[config.mk]
export PLATFORM = sky130hd
export DESIGN_NAME = rgb_pwm_gen
export DESIGN_NICKNAME = d
export VERILOG_FILES = /design/src/rtl/rgb_pwm_gen.sv
export SDC_FILE = /design/constraint.sdc
export NUM_CORES = 1
export LEC_CHECK = 0
export BUFFER_PORTS_ARGS = -buffer_cell sky130_fd_sc_hd__buf_2
export CAP_MARGIN = 10
export CORE_MARGIN = 1.5
export CORE_UTILIZATION = 40
export CTS_CLUSTER_DIAMETER = 40
export CTS_CLUSTER_SIZE = 20
export DETAILED_ROUTE_END_ITERATION = 8
export GPL_TIMING_DRIVEN = 0
export PLACE_DENSITY = 0.62
export SLEW_MARGIN = 20
export SYNTH_ARGS = -nofsm -noshare
export SYNTH_HDL_FRONTEND = slang
export SYNTH_SLANG_ARGS = --single-unit
[constraint.sdc]
create_clock -name hw_clk -period 2.8 [get_ports hw_clk]
set_clock_uncertainty 0.2 [all_clocks]
set_input_delay 0.56 -clock hw_clk [delete_from_list [all_inputs] [get_ports hw_clk]]
set_output_delay 0.56 -clock hw_clk [all_outputs]
set_load 0.02 [all_outputs]
[src/rtl/rgb_pwm_gen.sv]
// Three-channel PWM source for the SB_RGBA_DRV RGBxPWM pins. Duty updates arrive over a
// valid/ready handshake and are applied only at period boundaries. Optional macro: RGB_PWM_FADE_EN.
module rgb_pwm_gen #(
    parameter int PWM_BITS = 8,
    parameter int PRESCALE = 16
) (
    input  logic                hw_clk,
    input  logic                rst_n,
    input  logic                cfg_valid,
    output logic                cfg_ready,
    input  logic [PWM_BITS-1:0] cfg_red,
    input  logic [PWM_BITS-1:0] cfg_green,
    input  logic [PWM_BITS-1:0] cfg_blue,
    output logic                pwm_red,
    output logic                pwm_green,
    output logic                pwm_blue,
    output logic                period_start
);

    // Handshake: a transfer occurs in any cycle with cfg_valid && cfg_ready. cfg_ready is low
    // from the cycle after a transfer until the cycle after the boundary that completes it.
    localparam int                 PRE_W    = (PRESCALE > 1) ? $clog2(PRESCALE) : 1;
    localparam logic [PRE_W-1:0]   PRE_MAX  = PRE_W'(PRESCALE - 1);
    localparam logic [PWM_BITS-1:0] STEP_MAX = '1;

    logic [PRE_W-1:0]    r_pre_cnt;
    logic [PWM_BITS-1:0] r_step_cnt;
    logic [PWM_BITS-1:0] r_active_red;
    logic [PWM_BITS-1:0] r_active_green;
    logic [PWM_BITS-1:0] r_active_blue;
    logic [PWM_BITS-1:0] r_target_red;
    logic [PWM_BITS-1:0] r_target_green;
    logic [PWM_BITS-1:0] r_target_blue;
    logic                r_cfg_ready;
    logic                r_pwm_red;
    logic                r_pwm_green;
    logic                r_pwm_blue;
    logic                r_period_start;

    logic                w_tick;
    logic                w_boundary;
    logic                w_xfer;
    logic                w_apply;
    logic [PWM_BITS-1:0] w_next_red;
    logic [PWM_BITS-1:0] w_next_green;
    logic [PWM_BITS-1:0] w_next_blue;
    logic                w_done;

    assign w_tick     = (r_pre_cnt == PRE_MAX);
    assign w_boundary = w_tick && (r_step_cnt == STEP_MAX);
    assign w_xfer     = cfg_valid && r_cfg_ready;
    // A pending update is exactly the state where cfg_ready is low.
    assign w_apply    = w_boundary && !r_cfg_ready;

`ifdef RGB_PWM_FADE_EN
    function automatic logic [PWM_BITS-1:0] f_step_toward(
        input logic [PWM_BITS-1:0] a,
        input logic [PWM_BITS-1:0] t
    );
        if (a < t)
            f_step_toward = a + 1'b1;
        else if (a > t)
            f_step_toward = a - 1'b1;
        else
            f_step_toward = a;
    endfunction

    assign w_next_red   = f_step_toward(r_active_red,   r_target_red);
    assign w_next_green = f_step_toward(r_active_green, r_target_green);
    assign w_next_blue  = f_step_toward(r_active_blue,  r_target_blue);
    assign w_done       = (w_next_red   == r_target_red)   &&
                          (w_next_green == r_target_green) &&
                          (w_next_blue  == r_target_blue);
`else
    assign w_next_red   = r_target_red;
    assign w_next_green = r_target_green;
    assign w_next_blue  = r_target_blue;
    assign w_done       = 1'b1;
`endif

    always_ff @(posedge hw_clk or negedge rst_n) begin
        if (!rst_n) begin
            r_pre_cnt      <= '0;
            r_step_cnt     <= '0;
            r_period_start <= 1'b0;
        end else begin
            if (w_tick) begin
                r_pre_cnt  <= '0;
                r_step_cnt <= r_step_cnt + 1'b1;
            end else begin
                r_pre_cnt  <= r_pre_cnt + PRE_W'(1);
            end
            r_period_start <= w_boundary;
        end
    end

    // Transfer and apply never coincide: a transfer needs cfg_ready high, apply needs it low.
    always_ff @(posedge hw_clk or negedge rst_n) begin
        if (!rst_n) begin
            r_active_red   <= '0;
            r_active_green <= '0;
            r_active_blue  <= '0;
            r_target_red   <= '0;
            r_target_green <= '0;
            r_target_blue  <= '0;
            r_cfg_ready    <= 1'b1;
        end else begin
            if (w_apply) begin
                r_active_red   <= w_next_red;
                r_active_green <= w_next_green;
                r_active_blue  <= w_next_blue;
                if (w_done)
                    r_cfg_ready <= 1'b1;
            end
            if (w_xfer) begin
                r_target_red   <= cfg_red;
                r_target_green <= cfg_green;
                r_target_blue  <= cfg_blue;
                r_cfg_ready    <= 1'b0;
            end
        end
    end

    always_ff @(posedge hw_clk or negedge rst_n) begin
        if (!rst_n) begin
            r_pwm_red   <= 1'b0;
            r_pwm_green <= 1'b0;
            r_pwm_blue  <= 1'b0;
        end else begin
            r_pwm_red   <= (r_step_cnt < r_active_red);
            r_pwm_green <= (r_step_cnt < r_active_green);
            r_pwm_blue  <= (r_step_cnt < r_active_blue);
        end
    end

    assign cfg_ready    = r_cfg_ready;
    assign pwm_red      = r_pwm_red;
    assign pwm_green    = r_pwm_green;
    assign pwm_blue     = r_pwm_blue;
    assign period_start = r_period_start;

endmodule

; After elaboration in Yosys (flattened, before gate mapping)
; Cells that the tools add are included.
; W data, S select, Z words.
[totals]
reg_bits = 65
elab_cells = 28
input_bits = 27
output_inout_bits = 5
[classes]
muxes = 3
n_lt_le_gt_ge = 3
reduce_logical = 5
addsub = 2
eq_ne = 2
[op_table]
columns = op, n
row1 = $lt A8 B8 Y1, 3
row2 = $add A8 B1 Y8 const B, 1
row3 = $eq A8 B8 Y1 const B, 1
row4 = $add A4 B1 Y4 const B, 1
row5 = $eq A4 B4 Y1 const B, 1
row6 = $mux W4, 1
row7 = $logic_and A1 B1 Y1, 3
row8 = $mux W1, 2
row9 = $reduce_bool A2 Y1, 1
row10 = $logic_not A1 Y1, 1

; Longest topological paths before layout
; Gate-level depths: netlist (run 1).
[depth]
word_depth = 5
depth_mapped = 7
ltp_nobuf = 5

; Worst setup path after synthesis (run 1)
; OpenSTA, ideal clock, no wires.
[synth_timing]
path_type = register to register
start = reg r_pre_cnt[0]
end = reg r_active_blue[2]
path_slack_ns = 0.841
path_stages_with_launch = 8
synth_period_minus_slack_ns = 1.959
required_ns = 2.475
arrival_time_ns = 1.634
setup_ns = 0.125
n_path_buf = 2
path_cell_list = dfrtp_1 ha_1 nand3_4 nor2_4 and4b_1 buf_6 buf_12 mux2_4
[synth_via]
elab_chain_len = 3
[synth_lines]
columns = element, line_no
row1 = start: declaration, 26  ; logic [PRE_W-1:0] r_pre_cnt;
row2 = start signal: assignment, 91  ; r_pre_cnt <= r_pre_cnt + PRE_W'(1);
row3 = $eq A4 B4 Y1, 49  ; assign w_tick = (r_pre_cnt == PRE_MAX);
row4 = $logic_and A1 B1 Y1, 50  ; assign w_boundary = w_tick && (r_step_cnt == STEP_MAX);
row5 = $logic_and A1 B1 Y1, 53  ; assign w_apply = w_boundary && !r_cfg_ready;
row6 = end signal: assignment, 111  ; r_active_blue <= w_next_blue;
row7 = end: declaration, 30  ; logic [PWM_BITS-1:0] r_active_blue;
; No other way between the ends.
; A chain may end at the register's enable or synchronous reset.

; Worst setup path after layout (run 1)
[layout_timing]
start = reg r_step_cnt[1]
end = reg r_active_red[4]
[layout_via]
elab_chain_len = 3
[layout_lines]
columns = element, line_no
row1 = start: declaration, 27  ; logic [PWM_BITS-1:0] r_step_cnt;
row2 = start signal: assignment, 89  ; r_step_cnt <= r_step_cnt + 1'b1;
row3 = $eq A8 B8 Y1, 50
row4 = $logic_and A1 B1 Y1, 50
row5 = $logic_and A1 B1 Y1, 53
row6 = end signal: assignment, 109  ; r_active_red <= w_next_red;
row7 = end: declaration, 28  ; logic [PWM_BITS-1:0] r_active_red;
; No other way between the ends.

==> results of run 1 <==
-- metal layers --
| metal | share of wire, % | wire length, um |
|---|---|---|
| met5 | 0 | 0 |
| met4 | 1.5 | 76 |
| met3 | 4.0 | 200 |
| met2 | 48 | 2396 |
| met1 | 47 | 2347 |
-- placed cells by master (no fill, tap or decap), drive strengths merged, types with 4 or more instances in the layout --
| cell | synthesis | layout |
|---|---|---|
| dfrtp | 64 | 64 |
| mux2 | 48 | 48 |
| buf | 4 | 36 |
| inv | 23 | 23 |
| ha | 23 | 23 |
| clkbuf | 1 | 11 |
| a21o | 7 | 7 |
| nand3 | 7 | 7 |
| o21ai | 5 | 5 |
| nand2 | 5 | 5 |
| xnor2 | 5 | 5 |
| a21oi | 4 | 4 |
-- sequential cells by signal, summed over array words and instances (netlist names) --
register        flops
cfg_ready           1
period_start        1
pwm_blue            1
pwm_green           1
pwm_red             1
r_active_blue       8
r_active_green      8
r_active_red        8
r_pre_cnt           4
r_step_cnt          8
r_target_blue       8
r_target_green      8
r_target_red        8
-- Yosys cell counts --
library cell / count
nor2_4: 1
dfrtp_1: 64
o21ai_0: 5
a21oi_1: 4
buf_1: 1
and3_1: 1
clkbuf_1: 1
and4b_1: 1
xor2_1: 3
buf_12: 2
dfstp_2: 1
a41oi_1: 3
a211oi_1: 3
and3_2: 2
a21o_1: 7
mux2_4: 19
nand3_4: 2
buf_6: 1
nor2_1: 2
mux2_2: 29
o211ai_1: 3
nand2b_1: 3
nand2_1: 5
ha_1: 23
nand3_1: 5
inv_1: 23
xnor2_1: 5
-- cell type report --
type / instances / area, um2 / area share (%)
Clock inverter: 6 / 105.1 / 2.909
Buffer: 5 / 58.81 / 1.627
Timing Repair Buffer: 33 / 187.7 / 5.194
Tap cell: 99 / 123.9 / 3.428
Clock buffer: 10 / 137.6 / 3.809
Sequential cell: 65 / 1628 / 45.05
Multi-Input combinational cell: 126 / 1286 / 35.60
Inverter: 23 / 86.33 / 2.389
-- path summary, 6_finish.rpt --
path / start / depth (start not counted) / to
max: r_step_cnt[1] / 7 / r_active_red[4]
min: cfg_red[0] / 2 / r_target_red[0]
max reg2reg: r_step_cnt[1] / 7 / r_active_red[4]
min reg2reg: r_pre_cnt[0] / 1 / r_pre_cnt[0]
max in group asynchronous: rst_n / 3 / cfg_ready
min in group asynchronous: rst_n / 2 / r_active_green[6]
-- metrics by stage --
step	cells	setup WS (ns)	utilization [%]
2_1_floorplan	219	0.8407	-
3_3_place_gp	349	0.4976	45.54
3_5_place_dp	350	0.4813	45.84
4_1_cts	367	0.6595	49.29
5_1_grt	367	0.5613	49.29
6_report	367	0.6625	49.29
-- kinds of logic (layout without fill, tap and decap cells) --
logic type,count (synthesis),in the layout,synth area share [%]
flops,65,65,53.21
fa+ha+maj,23,23,9.407
compound gates,25,25,5.521
mux,48,48,20.00
xor+xnor,8,8,2.290
buf+inv,28,77,4.744
simple gates,22,22,4.826
-- report_power, final --
| group | switching (W) | total [W] | internal, W |
|---|---|---|---|
| clock network | 0.000360 | 0.000971 | 0.000611 |
| logic | 0.0000227 | 0.0000397 | 0.0000170 |
| registers | 0 | 0.000939 | 0.000939 |
| total | 0.000383 | 0.00195 | 0.00157 |
==> results.json, run 1 <==
{
  "routedWlPerCell_um": 13.68,
  "ys_seq_elements": 65,
  "die_width_um": 90.45,
  "clk_root_buffer_cell": "clkbuf_8",
  "antenna_found_initial": 0,
  "final_max_slew_viol_count": 0,
  "startpoint_type": "register",
  "avgSynthCellArea_um2": 13.97,
  "die_y_um": 90.45,
  "antenna_cells": 0,
  "vias": 1750,
  "end_kind": "register",
  "viasPerCell": 4.768,
  "grt_max_degree": 38,
  "hpwl_um": 3524,
  "cellPowerDensity_mw_per_mm2": 539.5,
  "ys_warn_count": 0,
  "hold_buffers": 1,
  "fmax_ghz": 0.4678,
  "postCtsSetupRepairBufs": 0,
  "grt.overflow.total": 0,
  "yosysUniqueCellTypes": 27,
  "final_nets": 313,
  "numCtsBuffers": 9,
  "rrSetupSlack_ns": 0.66,
  "drtAntennaViolNets": 0,
  "routed_wl_um": 5021,
  "drc": 0,
  "ctsLongestPathBuffers": 2,
  "fin_area_mm2": 0.003613,
  "grt_pass1_wl_um": 8604,
  "synth-seq-area-share_pct": 53.21,
  "drive_gt1_share_pct": 39.18,
  "yosys.area.top_type": "dfrtp_1",
  "dr.pass1.iters": 4,
  "clk_latency_ns": 0.34,
  "min_period_over_period_pct": 76.34,
  "hold_viol_final": 0,
  "totalPowerFinal_w": 0.001950,
  "critical_path_arrival_ns": 2.17,
  "cts.sinks": 65,
  "io_buffers": 31,
  "synth_area_leaders": "dfrtp_1 52%, mux2_2 11%, ha_1 9.4%",
  "synthToLayoutAreaGrowth_pct": 18.12,
  "hold_path_class": "in2reg",
  "start_util_pct": 41.73,
  "post-synth-top-area-fraction_pct": 52.35,
  "place.gp.congestion": 0.7422,
  "rsz0062_at_grt": "no",
  "worstSetupPathType": "reg2reg",
  "htreeDepth": 3,
  "total_leakage_power_nw": 1.820,
  "period_needed_ns": 2.137,
  "whs_ns": 0.2429,
  "crit_family": "flip-flops",
  "setup_violations": 0,
  "grt.busiest_layer": "met2",
  "clk_pin_slew_ns": 0.07,
  "path_max_fanout": 10,
  "outcome": "finished clean",
  "cts_tree": "done",
  "syn_inst": 219,
  "fin_setup_tns_ns": 0,
  "grt_pass1_vias": 1811,
  "cts_resized": 0,
  "rows": 31,
  "cap_viol_max_count": 0,
  "grtUsageTotal_pct": 13.73,
  "grt_util_met2_pct": 22.22,
  "core-area_mm2": 0.007331,
  "critPathRequiredTime_ns": 2.83,
  "cp_num_buf_inv": 2,
  "cp_slowest_cell": "dfrtp_1",
  "ios": 32,
  "max_slew_margin_pct": 48.33,
  "synth_area_mm2": 0.003059,
  "fill_cells": 636,
  "placed_area_mm2": 0.003361,
  "die_area_mm2": 0.008181,
  "critical-path-max-stage-delay_ns": 0.49,
  "tightest_slew_ns": 0.7750,
  "drt_iter0_drc": 72,
  "crit_chain": "ha_1 -> nand3_4 -> nor2_4 -> and4b_1 -> buf_6 -> buf_12 -> mux2_4",
  "vdd_drop_max_uv": 343.5,
  "mappedNetlistNets": 269,
  "grtUsageMet3_pct": 5.303,
  "met1_usage_pct": 16.55
}
(Power assumes the default switching activity.)
==> inputs of run 2 (changes only) <==
==> constraint.sdc (replaced) <==
create_clock -name hw_clk -period 1.97 [get_ports hw_clk]
set_clock_uncertainty 0.2 [all_clocks]
set_input_delay 0.394 -clock hw_clk [delete_from_list [all_inputs] [get_ports hw_clk]]
set_output_delay 0.394 -clock hw_clk [all_outputs]
set_load 0.02 [all_outputs]
==> run 2 against run 1 <==
Setup slack worse by 0.60 ns. Non-clock buffer count up 10. First-iteration DRC count up 4.2%. Register-to-register slack worse by 0.60 ns. Final area up 2.6%. Die area unchanged. Final cell count up 2.7%. Global-route usage up 0.33 points. Clock power up 42%. Core utilization up 1.3 points. Clock-buffer cell count unchanged. Sequential share of layout area down 1.1 points. Highest routed layer unchanged.
==> results.json, run 2 (synthesized netlist as in run 1, its figures left out) <==
{
  "fin_setup_tns_ns": 0,
  "dr.pass1.iters": 4,
  "dp_slack_ns": -0.1827,
  "total_leakage_power_nw": 1.870,
  "grtUsageTotal_pct": 14.06,
  "critPathRequiredTime_ns": 2.00,
  "core-area_mm2": 0.007331,
  "whs_ns": 0.07554,
  "clk_latency_ns": 0.34,
  "grt_pass1_vias": 1865,
  "rows": 31,
  "numCtsBuffers": 9,
  "period_needed_ns": 1.905,
  "ctsLongestPathBuffers": 2,
  "tightest_slew_ns": 0.5888,
  "rsz0062_at_grt": "yes",
  "die_area_mm2": 0.008181,
  "routed_wl_um": 5125,
  "viasPerCell": 4.727,
  "routedWlPerCell_um": 13.59,
  "hold_path_class": "in2reg",
  "htreeDepth": 3,
  "place.gp.congestion": 0.7422,
  "fmax_ghz": 0.5249,
  "reg2reg_from": "r_pre_cnt[1]",
  "cts.sinks": 65,
  "grt_max_degree": 38,
  "grt.overflow.total": 0,
  "hold_viol_final": 0,
  "grt_pass1_wl_um": 8811,
  "final_max_slew_viol_count": 0,
  "setup_slack_ns": 0.06493,
  "path_max_fanout": 10,
  "synthToLayoutAreaGrowth_pct": 21.19,
  "die_y_um": 90.45,
  "min_period_over_period_pct": 96.70,
  "start_util_pct": 41.73,
  "critical_path_arrival_ns": 1.93,
  "io_buffers": 31,
  "ios": 32,
  "setup_violations": 0,
  "drc": 0,
  "cts_tree": "done",
  "end_kind": "register",
  "worstSetupPathType": "reg2reg",
  "drt_iter0_drc": 75,
  "crit_start": "r_pre_cnt[1]",
  "antenna_found_initial": 0,
  "drive_gt1_share_pct": 43.17,
  "vdd_drop_max_uv": 486.7,
  "startpoint_type": "register",
  "die_width_um": 90.45,
  "clk_root_buffer_cell": "clkbuf_8",
  "clk_pin_slew_ns": 0.07,
  "hpwl_um": 3524,
  "cellPowerDensity_mw_per_mm2": 747.3,
  "worst_hold_startpoint": "cfg_green[5]",
  "fin_area_mm2": 0.003707,
  "totalPowerFinal_w": 0.002770,
  "max_slew_margin_pct": 60.74,
  "vias": 1782,
  "layout_commonest_cell": "dfrtp_1",
  "antenna_cells": 0,
  "drtAntennaViolNets": 0,
  "cap_viol_max_count": 0,
  "final_nets": 323,
  "outcome": "finished clean",
  "layout_common_cells": "62 x dfrtp_1, 31 x buf_2, 29 x mux2_2",
  "placed_area_mm2": 0.003361
}
==> run 2: cell count changes in the layout (fill, tap and decap cells not counted), sizes merged <==
cell,before,now
buf,36,46
==> run 2: power by group <==
| part | internal [W] | switching (W) |
|---|---|---|
| combinational | 0.0000242 | 0.0000321 |
| sequential | 0.00133 | 0 |
| clock | 0.000868 | 0.000512 |
| total | 0.00223 | 0.000544 |
==> run 2: worst paths after layout <==
path                                          end  slack, ns  cells past startpoint
worst max-delay path              r_active_red[4]       0.06                      7
worst min-delay path            r_target_green[5]       0.08                      2
worst max register to register    r_active_red[4]       0.06                      7
worst min register to register   r_active_blue[3]       0.30                      1
max in group asynchronous               cfg_ready       0.68                      3
min in group asynchronous       r_active_green[6]       0.32                      2
==> run 2: what timing repair did <==
item | 4_1_cts | 5_1_grt
gates resized for setup | 6 | 0
hold endpoints to repair | 28 | 0
buffers inserted | 5 | 5
setup endpoints to repair | 34 | 19
pin swaps | 1 | 1
hold buffers | 1 | 0
==> run 2: metal layers <==
metal | GRT usage, % | vias up | wire length (um)
met3 | 5.135 | 9 | 197
met5 | 0 | - | 0
li1 | - | 869 | -
met4 | 5.159 | 0 | 85
met1 | 16.66 | 877 | 2319
met2 | 23.36 | 27 | 2523
==> run 2: final cells by class <==
class | count | area, um2
timing repair buffer | 43 | 262.8
buffer | 5 | 60.06
inverter | 23 | 86.33
fill | 633 | 3623
clock buffer | 10 | 137.6
sequential | 65 | 1630
multi-input combinational | 126 | 1301
tap | 99 | 123.9
clock inverter | 6 | 105.1
==> run 2: through the flow <==
step | cells | utilization [%]
floorplan | 219 | -
global placement | 349 | 45.54
detailed placement | 350 | 45.84
CTS | 372 | 50.06
global route | 377 | 50.57
finish | 377 | 50.57
==> run 2: worst max-delay path: stages, from the launching register on <==
cell and delay [ns]:
dfrtp_1 0.39, ha_4 0.17, nand3_4 0.11, nor2_4 0.11, and4b_1 0.20, buf_6 0.14
buf_12 0.15, mux2_4 0.30
